[src/rtl/tile_pkg.sv]
// Shared constants and FSM state type for the tile line fetch path.
// Imported by the line fetcher and its pixel unpacker.
package tile_pkg;

    localparam int TILE_DIM       = 32;
    localparam int PIX_BITS       = 4;
    localparam int PIX_PER_WORD   = 8;
    localparam int WORDS_PER_TROW = 4;
    localparam int TB_AW          = 9;
    localparam int TG_AW          = 11;

    typedef enum logic [2:0] {
        IDLE  = 3'd0,
        RD_TB = 3'd1,
        WT_TB = 3'd2,
        RD_TG = 3'd3,
        WT_TG = 3'd4,
        SHIFT = 3'd5,
        FIN   = 3'd6
    } fetch_state_t;

endpackage

[src/rtl/pixel_unpacker.sv]
// Splits one 32-bit tile graphics word into eight 4-bit pixel codes,
// leftmost pixel (LSB nibble) first, over a registered valid/ready output.
module pixel_unpacker
    import tile_pkg::*;
(
    input  logic                clk,
    input  logic                reset,
    input  logic                load,
    input  logic [31:0]         load_data,
    input  logic                pix_ready,
    output logic                pix_valid,
    output logic [PIX_BITS-1:0] pix_data,
    output logic                word_done
);

    localparam logic [2:0] LAST_PIX = 3'(PIX_PER_WORD - 1);

    logic [31-PIX_BITS:0] shreg_r;
    logic [PIX_BITS-1:0]  data_r;
    logic                 valid_r;
    logic [2:0]           cnt_r;
    logic                 hs_s;

    assign hs_s      = valid_r && pix_ready;
    assign word_done = hs_s && (cnt_r == LAST_PIX);
    assign pix_valid = valid_r;
    assign pix_data  = data_r;

    // Load a word, then step one nibble per accepted pixel; output only moves on a handshake
    always_ff @(posedge clk) begin
        if (reset) begin
            shreg_r <= '0;
            data_r  <= '0;
            valid_r <= 1'b0;
            cnt_r   <= 3'd0;
        end else if (load) begin
            shreg_r <= load_data[31:PIX_BITS];
            data_r  <= load_data[PIX_BITS-1:0];
            valid_r <= 1'b1;
            cnt_r   <= 3'd0;
        end else if (hs_s) begin
            if (cnt_r == LAST_PIX) begin
                valid_r <= 1'b0;
            end else begin
                data_r  <= shreg_r[PIX_BITS-1:0];
                shreg_r <= {{PIX_BITS{1'b0}}, shreg_r[31-PIX_BITS:PIX_BITS]};
            end
            cnt_r <= cnt_r + 3'd1;
        end
    end

endmodule

[src/rtl/tile_line_fetcher.sv]
// Walks the tile entries of one scanline, fetches their graphics words and
// streams the unpacked pixel codes to the line compositor.
module tile_line_fetcher
    import tile_pkg::*;
#(
    parameter int TILES_X = 20,
    parameter int TILES_Y = 15
)
(
    input  logic             clk,
    input  logic             reset,
    input  logic             start,
    input  logic [8:0]       line_y,
    output logic             busy,
    output logic             done,
    output logic             tb_rw,
    output logic [TB_AW-1:0] tb_addr,
    input  logic [31:0]      tb_rdata,
    output logic             tg_rw,
    output logic [TG_AW-1:0] tg_addr,
    input  logic [31:0]      tg_rdata,
    output logic             pix_valid,
    output logic [3:0]       pix_data,
    input  logic             pix_ready
);

    localparam logic [8:0]       LINES     = 9'(TILES_Y * TILE_DIM);
    localparam logic [TB_AW-1:0] TILES_X_W = TB_AW'(TILES_X);
    localparam logic [4:0]       LAST_COL  = 5'(TILES_X - 1);
    localparam logic [1:0]       LAST_WORD = 2'(WORDS_PER_TROW - 1);

    fetch_state_t     state_r, state_nxt_s;
    logic [4:0]       col_r;
    logic [1:0]       word_r;
    logic [4:0]       yoff_r;
    logic [3:0]       idx_r;
    logic [TB_AW-1:0] tb_addr_r;
    logic [TG_AW-1:0] tg_addr_r;
    logic             busy_r, done_r;
    logic [TB_AW-1:0] row_base_s;
    logic             start_ok_s, word_done_s, last_word_s, last_col_s;
    logic             latch_s, idx_cap_s, load_s, word_adv_s, col_adv_s;

    assign start_ok_s  = (state_r == IDLE) && start && (line_y < LINES);
    assign row_base_s  = {5'd0, line_y[8:5]} * TILES_X_W;
    assign last_word_s = (word_r == LAST_WORD);
    assign last_col_s  = (col_r == LAST_COL);

    assign tb_rw   = 1'b0;
    assign tg_rw   = 1'b0;
    assign tb_addr = tb_addr_r;
    assign tg_addr = tg_addr_r;
    assign busy    = busy_r;
    assign done    = done_r;

    // State register
    always_ff @(posedge clk) begin
        if (reset) begin
            state_r <= IDLE;
        end else begin
            state_r <= state_nxt_s;
        end
    end

    // Next-state decode
    always_comb begin
        state_nxt_s = state_r;
        case (state_r)
            IDLE: begin
                if (start_ok_s) state_nxt_s = RD_TB;
                else            state_nxt_s = IDLE;
            end
            RD_TB: state_nxt_s = WT_TB;
            WT_TB: state_nxt_s = RD_TG;
            RD_TG: state_nxt_s = WT_TG;
            WT_TG: state_nxt_s = SHIFT;
            SHIFT: begin
                if (!word_done_s)      state_nxt_s = SHIFT;
                else if (!last_word_s) state_nxt_s = RD_TG;
                else if (!last_col_s)  state_nxt_s = RD_TB;
                else                   state_nxt_s = FIN;
            end
            FIN:     state_nxt_s = IDLE;
            default: state_nxt_s = IDLE;
        endcase
    end

    // Per-state datapath strobes
    always_comb begin
        latch_s    = 1'b0;
        idx_cap_s  = 1'b0;
        load_s     = 1'b0;
        word_adv_s = 1'b0;
        col_adv_s  = 1'b0;
        case (state_r)
            IDLE:  latch_s   = start_ok_s;
            WT_TB: idx_cap_s = 1'b1;
            WT_TG: load_s    = 1'b1;
            SHIFT: begin
                if (word_done_s) begin
                    word_adv_s = !last_word_s;
                    col_adv_s  = last_word_s && !last_col_s;
                end else begin
                    word_adv_s = 1'b0;
                    col_adv_s  = 1'b0;
                end
            end
            default: latch_s = 1'b0;
        endcase
    end

    // Line position, memory addresses and status flags; addresses are set one state ahead of use
    always_ff @(posedge clk) begin
        if (reset) begin
            col_r     <= 5'd0;
            word_r    <= 2'd0;
            yoff_r    <= 5'd0;
            idx_r     <= 4'd0;
            tb_addr_r <= '0;
            tg_addr_r <= '0;
            busy_r    <= 1'b0;
            done_r    <= 1'b0;
        end else begin
            busy_r <= (state_nxt_s != IDLE) && (state_nxt_s != FIN);
            done_r <= (state_nxt_s == FIN);
            if (latch_s) begin
                yoff_r    <= line_y[4:0];
                col_r     <= 5'd0;
                word_r    <= 2'd0;
                tb_addr_r <= row_base_s;
            end else if (col_adv_s) begin
                col_r     <= col_r + 5'd1;
                word_r    <= 2'd0;
                tb_addr_r <= tb_addr_r + 9'd1;
            end else if (word_adv_s) begin
                word_r    <= word_r + 2'd1;
                tg_addr_r <= {idx_r, yoff_r, word_r + 2'd1};
            end else if (idx_cap_s) begin
                idx_r     <= tb_rdata[3:0];
                tg_addr_r <= {tb_rdata[3:0], yoff_r, word_r};
            end
        end
    end

    pixel_unpacker u_unpacker (
        .clk       (clk),
        .reset     (reset),
        .load      (load_s),
        .load_data (tg_rdata),
        .pix_ready (pix_ready),
        .pix_valid (pix_valid),
        .pix_data  (pix_data),
        .word_done (word_done_s)
    );

endmodule
[config.mk]
export PLATFORM = sky130hd
export DESIGN_NAME = tile_line_fetcher
export DESIGN_NICKNAME = d
export VERILOG_FILES = /design/src/rtl/tile_pkg.sv /design/src/rtl/pixel_unpacker.sv /design/src/rtl/tile_line_fetcher.sv
export SDC_FILE = /design/constraint.sdc
export NUM_CORES = 1
export LEC_CHECK = 0
export BUFFER_PORTS_ARGS = -buffer_cell sky130_fd_sc_hd__buf_4
export CORE_UTILIZATION = 51
export CTS_CLUSTER_SIZE = 20
export DETAILED_ROUTE_END_ITERATION = 12
export PLACE_DENSITY = 0.8
export SLEW_MARGIN = 10
export SYNTH_ARGS = -nofsm -noshare
export SYNTH_HDL_FRONTEND = slang
export SYNTH_SLANG_ARGS = --single-unit
[constraint.sdc]
create_clock -name clk -period 2.35 [get_ports clk]
set_input_delay 0.1175 -clock clk [delete_from_list [all_inputs] [get_ports clk]]
set_output_delay 0.1175 -clock clk [all_outputs]
set_load 0.005 [all_outputs]
==> results of run 1 <==
layer usage:
metal	up-vias	part of all wire [%]	wire (um)
met5	-	0	0
met2	74	48	3520
li1	1512	-	-
met3	11	5.7	414
met4	0	1.3	93
met1	1378	45	3250
worst max-delay path, stage by stage (launching register included):
cell and delay [ps]:
dfxtp_1 350, ha_1 160, ha_1 170, and4_1 390, nand4_4 290, or4_1 580, a31oi_1 160
worst max path at each step:
stage	startpoint	endpoint
floorplan	u_unpacker.cnt_r[0]	tb_addr[7]
global placement	u_unpacker.cnt_r[0]	tb_addr[8]
detailed placement	u_unpacker.cnt_r[0]	tb_addr[8]
CTS	u_unpacker.cnt_r[0]	tb_addr[8]
global route	u_unpacker.cnt_r[0]	tb_addr[8]
finish	u_unpacker.cnt_r[0]	tb_addr[8]
kinds of logic (layout without fill, tap and decap cells):
logic type / Yosys count / after routing / share of synthesized area (%)
and+or+nand+nor: 131 / 131 / 17.7
other: 1 / 2 / 0.107
muxes: 35 / 35 / 10.0
xor gates and xnor gates: 5 / 5 / 1.25
AOI/OAI and AO/OA: 91 / 91 / 17.8
DFF: 77 / 77 / 44.0
buffers and inverters: 39 / 105 / 5.32
adders and majority gates: 10 / 10 / 3.79
flip-flops by register name (all words and copies together), names as in the netlist, 3 cells and up:
register and flops:
state_r 3, u_unpacker.cnt_r 3, yoff_r 5, idx_r 4, u_unpacker.shreg_r 28, u_unpacker.pix_data 4, tb_addr 9, col_r 5
tg_addr 11
per-stage QoR:
stage	util, %	instance area, um2	instances	setup slack (ps)
after floorplan	-	3510	390	523
after global placement	62.7	4070	518	265
after detailed placement	62.7	4070	518	207
after CTS	65.4	4250	533	186
after global routing	65.4	4250	533	46.3
final	65.4	4250	533	182
final cells by class:
class                   instances  area, um2
clock buffers                  10        128
clock inverters                 5       52.6
fillers                       554       2240
inverters                       9       33.8
multi-input cells             274       1780
flip-flops and latches         77       1540
well taps                      77       96.3
repair buffers                 81        621
power breakdown:
group          switching, mW  internal, mW  total, mW
sequential            0.0561          1.37       1.43
clock                  0.456         0.480      0.936
combinational          0.185         0.186      0.371
total                  0.697          2.04       2.74
Yosys cell counts, types with 5 or more instances:
library cell  instances  area [um2]
nor2_1               51         191
a211oi_1             31         233
inv_1                 9        33.8
o21ai_0               5        25.0
nand3_1               8        40.0
mux2i_1              35         350
a22oi_1               5        37.5
dfxtp_1              77        1540
nand2_1              41         154
buf_2                 8        40.0
a311oi_1              7        61.3
clkbuf_1             16        60.1
a21oi_1              27         135
ha_1                  9         113
==> impl_results.md, run 1 <==
* Rows at 29
* # setup viols final at 0
* Ant diodes at 0
* PortBufs at 75
* Syn avg cell area at 9.00 um2
* Synth warn at 0
* Hold path startpoint: line_y[3]
* Slew headroom at roughly 60%
* CTS Buf Count at 9
* Unrepaired setup endpoints after global routing: false
* Gr usage total at 20.7%
* Vias per cell at 5.58
* Synth unique cells at 48
* Synth Instances at 389
* Max Slew Vio Count at 0
* Failing checks: design-rule violations
* Final WL at 7270 um
* R2r worst-path depth at 6
* GPL Wtd Cong at 0.792
* Hold Crit Depth at 3
* Seq cells post-synth at 77
* Vias in the first global route at 2,786
* Met3 usage at 5.93%
* Post-CTS resize count at 0
* EDFF count, synth at 0
* H-tree Lvls at 3
* Asr flop ratio synth at 0%
* Crit path capture type: flop
* Top Usage Layer GRT: met2
* Total Power at 2.74 mW
* PwrDens at roughly 640 nW/um2
* Synth Cell Area at 3500 um2
* Die Span Y at approximately 85 um
* Die Area at 7200 um2
* Antenna violations before repair at 0
* Pin count of the biggest net entering global routing at 43
* Least-Margin Pin Slew at 604 ps
* # DRC at 3
* Most frequent cells in the layout: buf_4 (80), dfxtp_1 (77), nor2_1 (51)
* Drt pass-1 iters at 8
* Area added between synthesis and finish at 21.4%
* Crit path launch type: flop
* Worst Clk Skew at around 7.8 ps
* Status: finished, violations left
* Total of max-cap violations at 0
* Reg-to-reg slack, setup at 180 ps
* Final Cycle Share at between 90 and 100%
* # IOs at 106
* Leakage power at ~1.9 nW
* Post-DP HPWL at 5180 um
* Dominant synthesized flop cell: dfxtp_1
* Min Tclk post-route at 2170 ps
* WP data arrival at 2440 ps
* Hold_ws at 29.6 ps
* Commonest non-fill, non-tap cell in the layout: buf_4
* Final Hold Fails at 0
* Clock Path Buffers at 2
* Clock-pin slew on the worst setup and hold paths at 80 ps
* VDD IR max at 0.000320 V
* WL/cell at between 10 and 15 um
* Max Fclk at approximately 460 MHz
* Crit Path Max Fanout at 18
* Clk root buf: clkbuf_8
* DR iter-0 viols at 100
* Fraction of final layout cells sized beyond drive strength 1 at 21.9%
* Setup TNS at 0 ps
* Vias at 2,975
* CORE AREA at between 6000 and 7000 um2
* CTS Sinks at a little under 80
* Hold crit path type: in -> reg
* Reg2reg start: u_unpacker.cnt_r[0]
* Crit Path Category: reg -> reg
* GRT met2 Usage at about a third
* Post-synthesis sequential area ratio at 44.0%
* Crit path required time at 2620 ps
* Post-CTS setup repair buffer count at 0
* R2R Path End: tb_addr[8]
* Routed Antenna Nets at 0
* Met1 GRT Util at roughly a quarter
* Die width at 84.9 um
* Starting density of the core at 53.9%
* Grt total ovfl at 0
* Hold Buf Count CTS at 0
* CTS tree: yes
* First-pass GRT wire length at 12,000 um
* Hold Path End: yoff_r[3]
* Total Nets Final at 539
* Clk_lat worst skew at 340 ps
Note: power is estimated with default switching activity, not from simulation.
==> run 2, diff against run 1 <==
CORE_MARGIN = 5   (was default)
CORE_UTILIZATION = 53   (was 51)
CTS_BUF_LIST = sky130_fd_sc_hd__clkbuf_4 sky130_fd_sc_hd__clkbuf_8   (was default)
PLACE_DENSITY = 0.83   (was 0.8)
==> impl_results.md, run 2 (same netlist as run 1, synthesis figures left out) <==
* Status: finished, final reports clean
* DR iter-0 viols at 125 (+25%)
* Post-DP HPWL at 5600 um (+8.1%)
* Vias per cell at 5.67 (+1.5%)
* Drt pass-1 iters at 4 (-4)
* Area added between synthesis and finish at 22.5%
* CORE AREA at 6390 um2 (-1.7%)
* WP data arrival at 2430 ps (about the same)
* CTS tree: yes
* Least-Margin Pin Slew at 633 ps (+29.2 ps)
* # IOs at 106 (unchanged)
* # DRC at 0 (-3)
* VDD IR max at 0.000364 V (+13%)
* Routed Antenna Nets at 0 (unchanged)
* Leakage power at 1.94 nW (+1.1%)
* Crit path launch type: flop
* Ant diodes at 0 (unchanged)
* Pin count of the biggest net entering global routing at 59 (+37%)
* Hold crit path type: in -> reg
* Final WL at 7720 um (+6.2%)
* Hold_ws at 24.6 ps (-4.98 ps)
* Crit path capture type: flop
* Fin area at 4290 um2 (+0.91%)
* Clk_lat worst skew at 340 ps (about the same)
* DP Cell Count at 522 (+0.77%)
* H-tree Lvls at 3 (unchanged)
* Max Fclk at 462 MHz (+0.21%)
* Total Power at 2.84 mW (+3.8%)
* Gr usage total at 19.0% (-1.7 points)
* Unrepaired setup endpoints after global routing: false
* Final Hold Fails at 0 (unchanged)
* Grt total ovfl at 0 (unchanged)
* Clock-pin slew on the worst setup and hold paths at 80 ps (about the same)
* Crit Path Category: reg -> reg
* PortBufs at 75 (unchanged)
* Setup TNS at 0 ps (unchanged)
* Max reg flops at 28 (unchanged)
* Fraction of final layout cells sized beyond drive strength 1 at 22.7% (+0.73 points)
* WL/cell at 14.4 um (+5.6%)
* Clock Path Buffers at 2 (unchanged)
* Post-CTS resize count at 0 (unchanged)
* # setup viols final at 0 (unchanged)
* Rows at 29 (unchanged)
* PwrDens at 662 nW/um2 (+2.9%)
* GPL Wtd Cong at 0.765 (-3.5%)
* Vias at 3,038 (+2.1%)
* Max Slew Vio Count at 0 (unchanged)
* Non-filler cells, final at 536 (+0.56%)
* DP Area at 4090 um2 (+0.43%)
* Min Tclk post-route at 2160 ps (-4.49 ps)
* Final Cycle Share at 92.0% (-0.19 points)
* Crit path required time at 2620 ps (about the same)
* Die Area at 8330 um2 (+16%)
* Commonest non-fill, non-tap cell in the layout: buf_4
* Vias in the first global route at 2,961 (+6.3%)
* Post-CTS setup repair buffer count at 0 (unchanged)
* First-pass GRT wire length at 13,200 um (+10%)
* Most frequent cells in the layout: buf_4 (85), dfxtp_1 (77), nor2_1 (51)
* Antenna violations before repair at 0 (unchanged)
* Crit Path Max Fanout at 18 (unchanged)
* Total of max-cap violations at 0 (unchanged)
* Slew headroom at 57.8% (-1.4 points)
* Die Span Y at 91.3 um (+7.6%)
* Die width at 91.3 um (+7.6%)
* Hold Buf Count CTS at 0 (unchanged)
* Top reg by flops: u_unpacker.shreg_r
* Clk root buf: clkbuf_8
* CTS Buf Count at 9 (unchanged)
* Starting density of the core at 54.8% (+0.92 points)
* Total Nets Final at 543 (+0.74%)
* CTS Sinks at 77 (unchanged)
* Worst Clk Skew at 9.72 ps (+1.94 ps)
==> run 2: cell count changes in the layout (fill, tap and decap cells not counted), sizes merged <==
cell / delta
clkbuf: -1
clkinv: -1
buf: +4
bufinv: +1
==> run 2: critical path, stage by stage, from the launching register on <==
cell and delay [ps]:
dfxtp_1 350, ha_1 160, ha_1 170, and4_1 380
nand4_4 280, or4_1 600, a31oi_1 160
==> run 2: cell type report <==
| cell class | count | area, um2 |
|---|---|---|
| fill | 527 | 2100 |
| multi-input combinational | 274 | 1780 |
| sequential | 77 | 1540 |
| timing repair buffer | 85 | 638 |
| clock buffer | 9 | 124 |
| tap | 77 | 96.3 |
| clock inverter | 5 | 77.6 |
| inverter | 9 | 33.8 |
==> run 2: routing by layer <==
layer | vias up | routed length, um | share of wire (%) | track usage, %
li1 | 1520 | - | - | -
met1 | 1430 | 3400 | 44 | 22.6
met2 | 70 | 3730 | 48 | 31.3
met3 | 18 | 415 | 5.4 | 5.45
met4 | 0 | 178 | 2.3 | 9.54
met5 | - | 0 | 0 | 0
==> run 2: path summary, 6_finish.rpt <==
kind                            start          to  cells after the start  slack (ps)
setup / recovery  u_unpacker.cnt_r[0]  tb_addr[8]                      6         190
hold / removal              line_y[1]   yoff_r[1]                      3          20
setup reg to reg  u_unpacker.cnt_r[0]  tb_addr[8]                      6         190
hold reg to reg              idx_r[2]    idx_r[2]                      2         460
==> run 2: metrics by stage <==
stage,setup slack [ps],utilization [%]
finish,187,67.2
floorplan,523,-
CTS,212,67.2
global route,45.8,67.2
global placement,259,64.0
detailed placement,228,64.0
==> run 2: power by group <==
group | internal, mW | switching [mW]
Combinational | 0.193 | 0.187
Clock | 0.582 | 0.449
Sequential | 1.37 | 0.0557
Total | 2.15 | 0.692
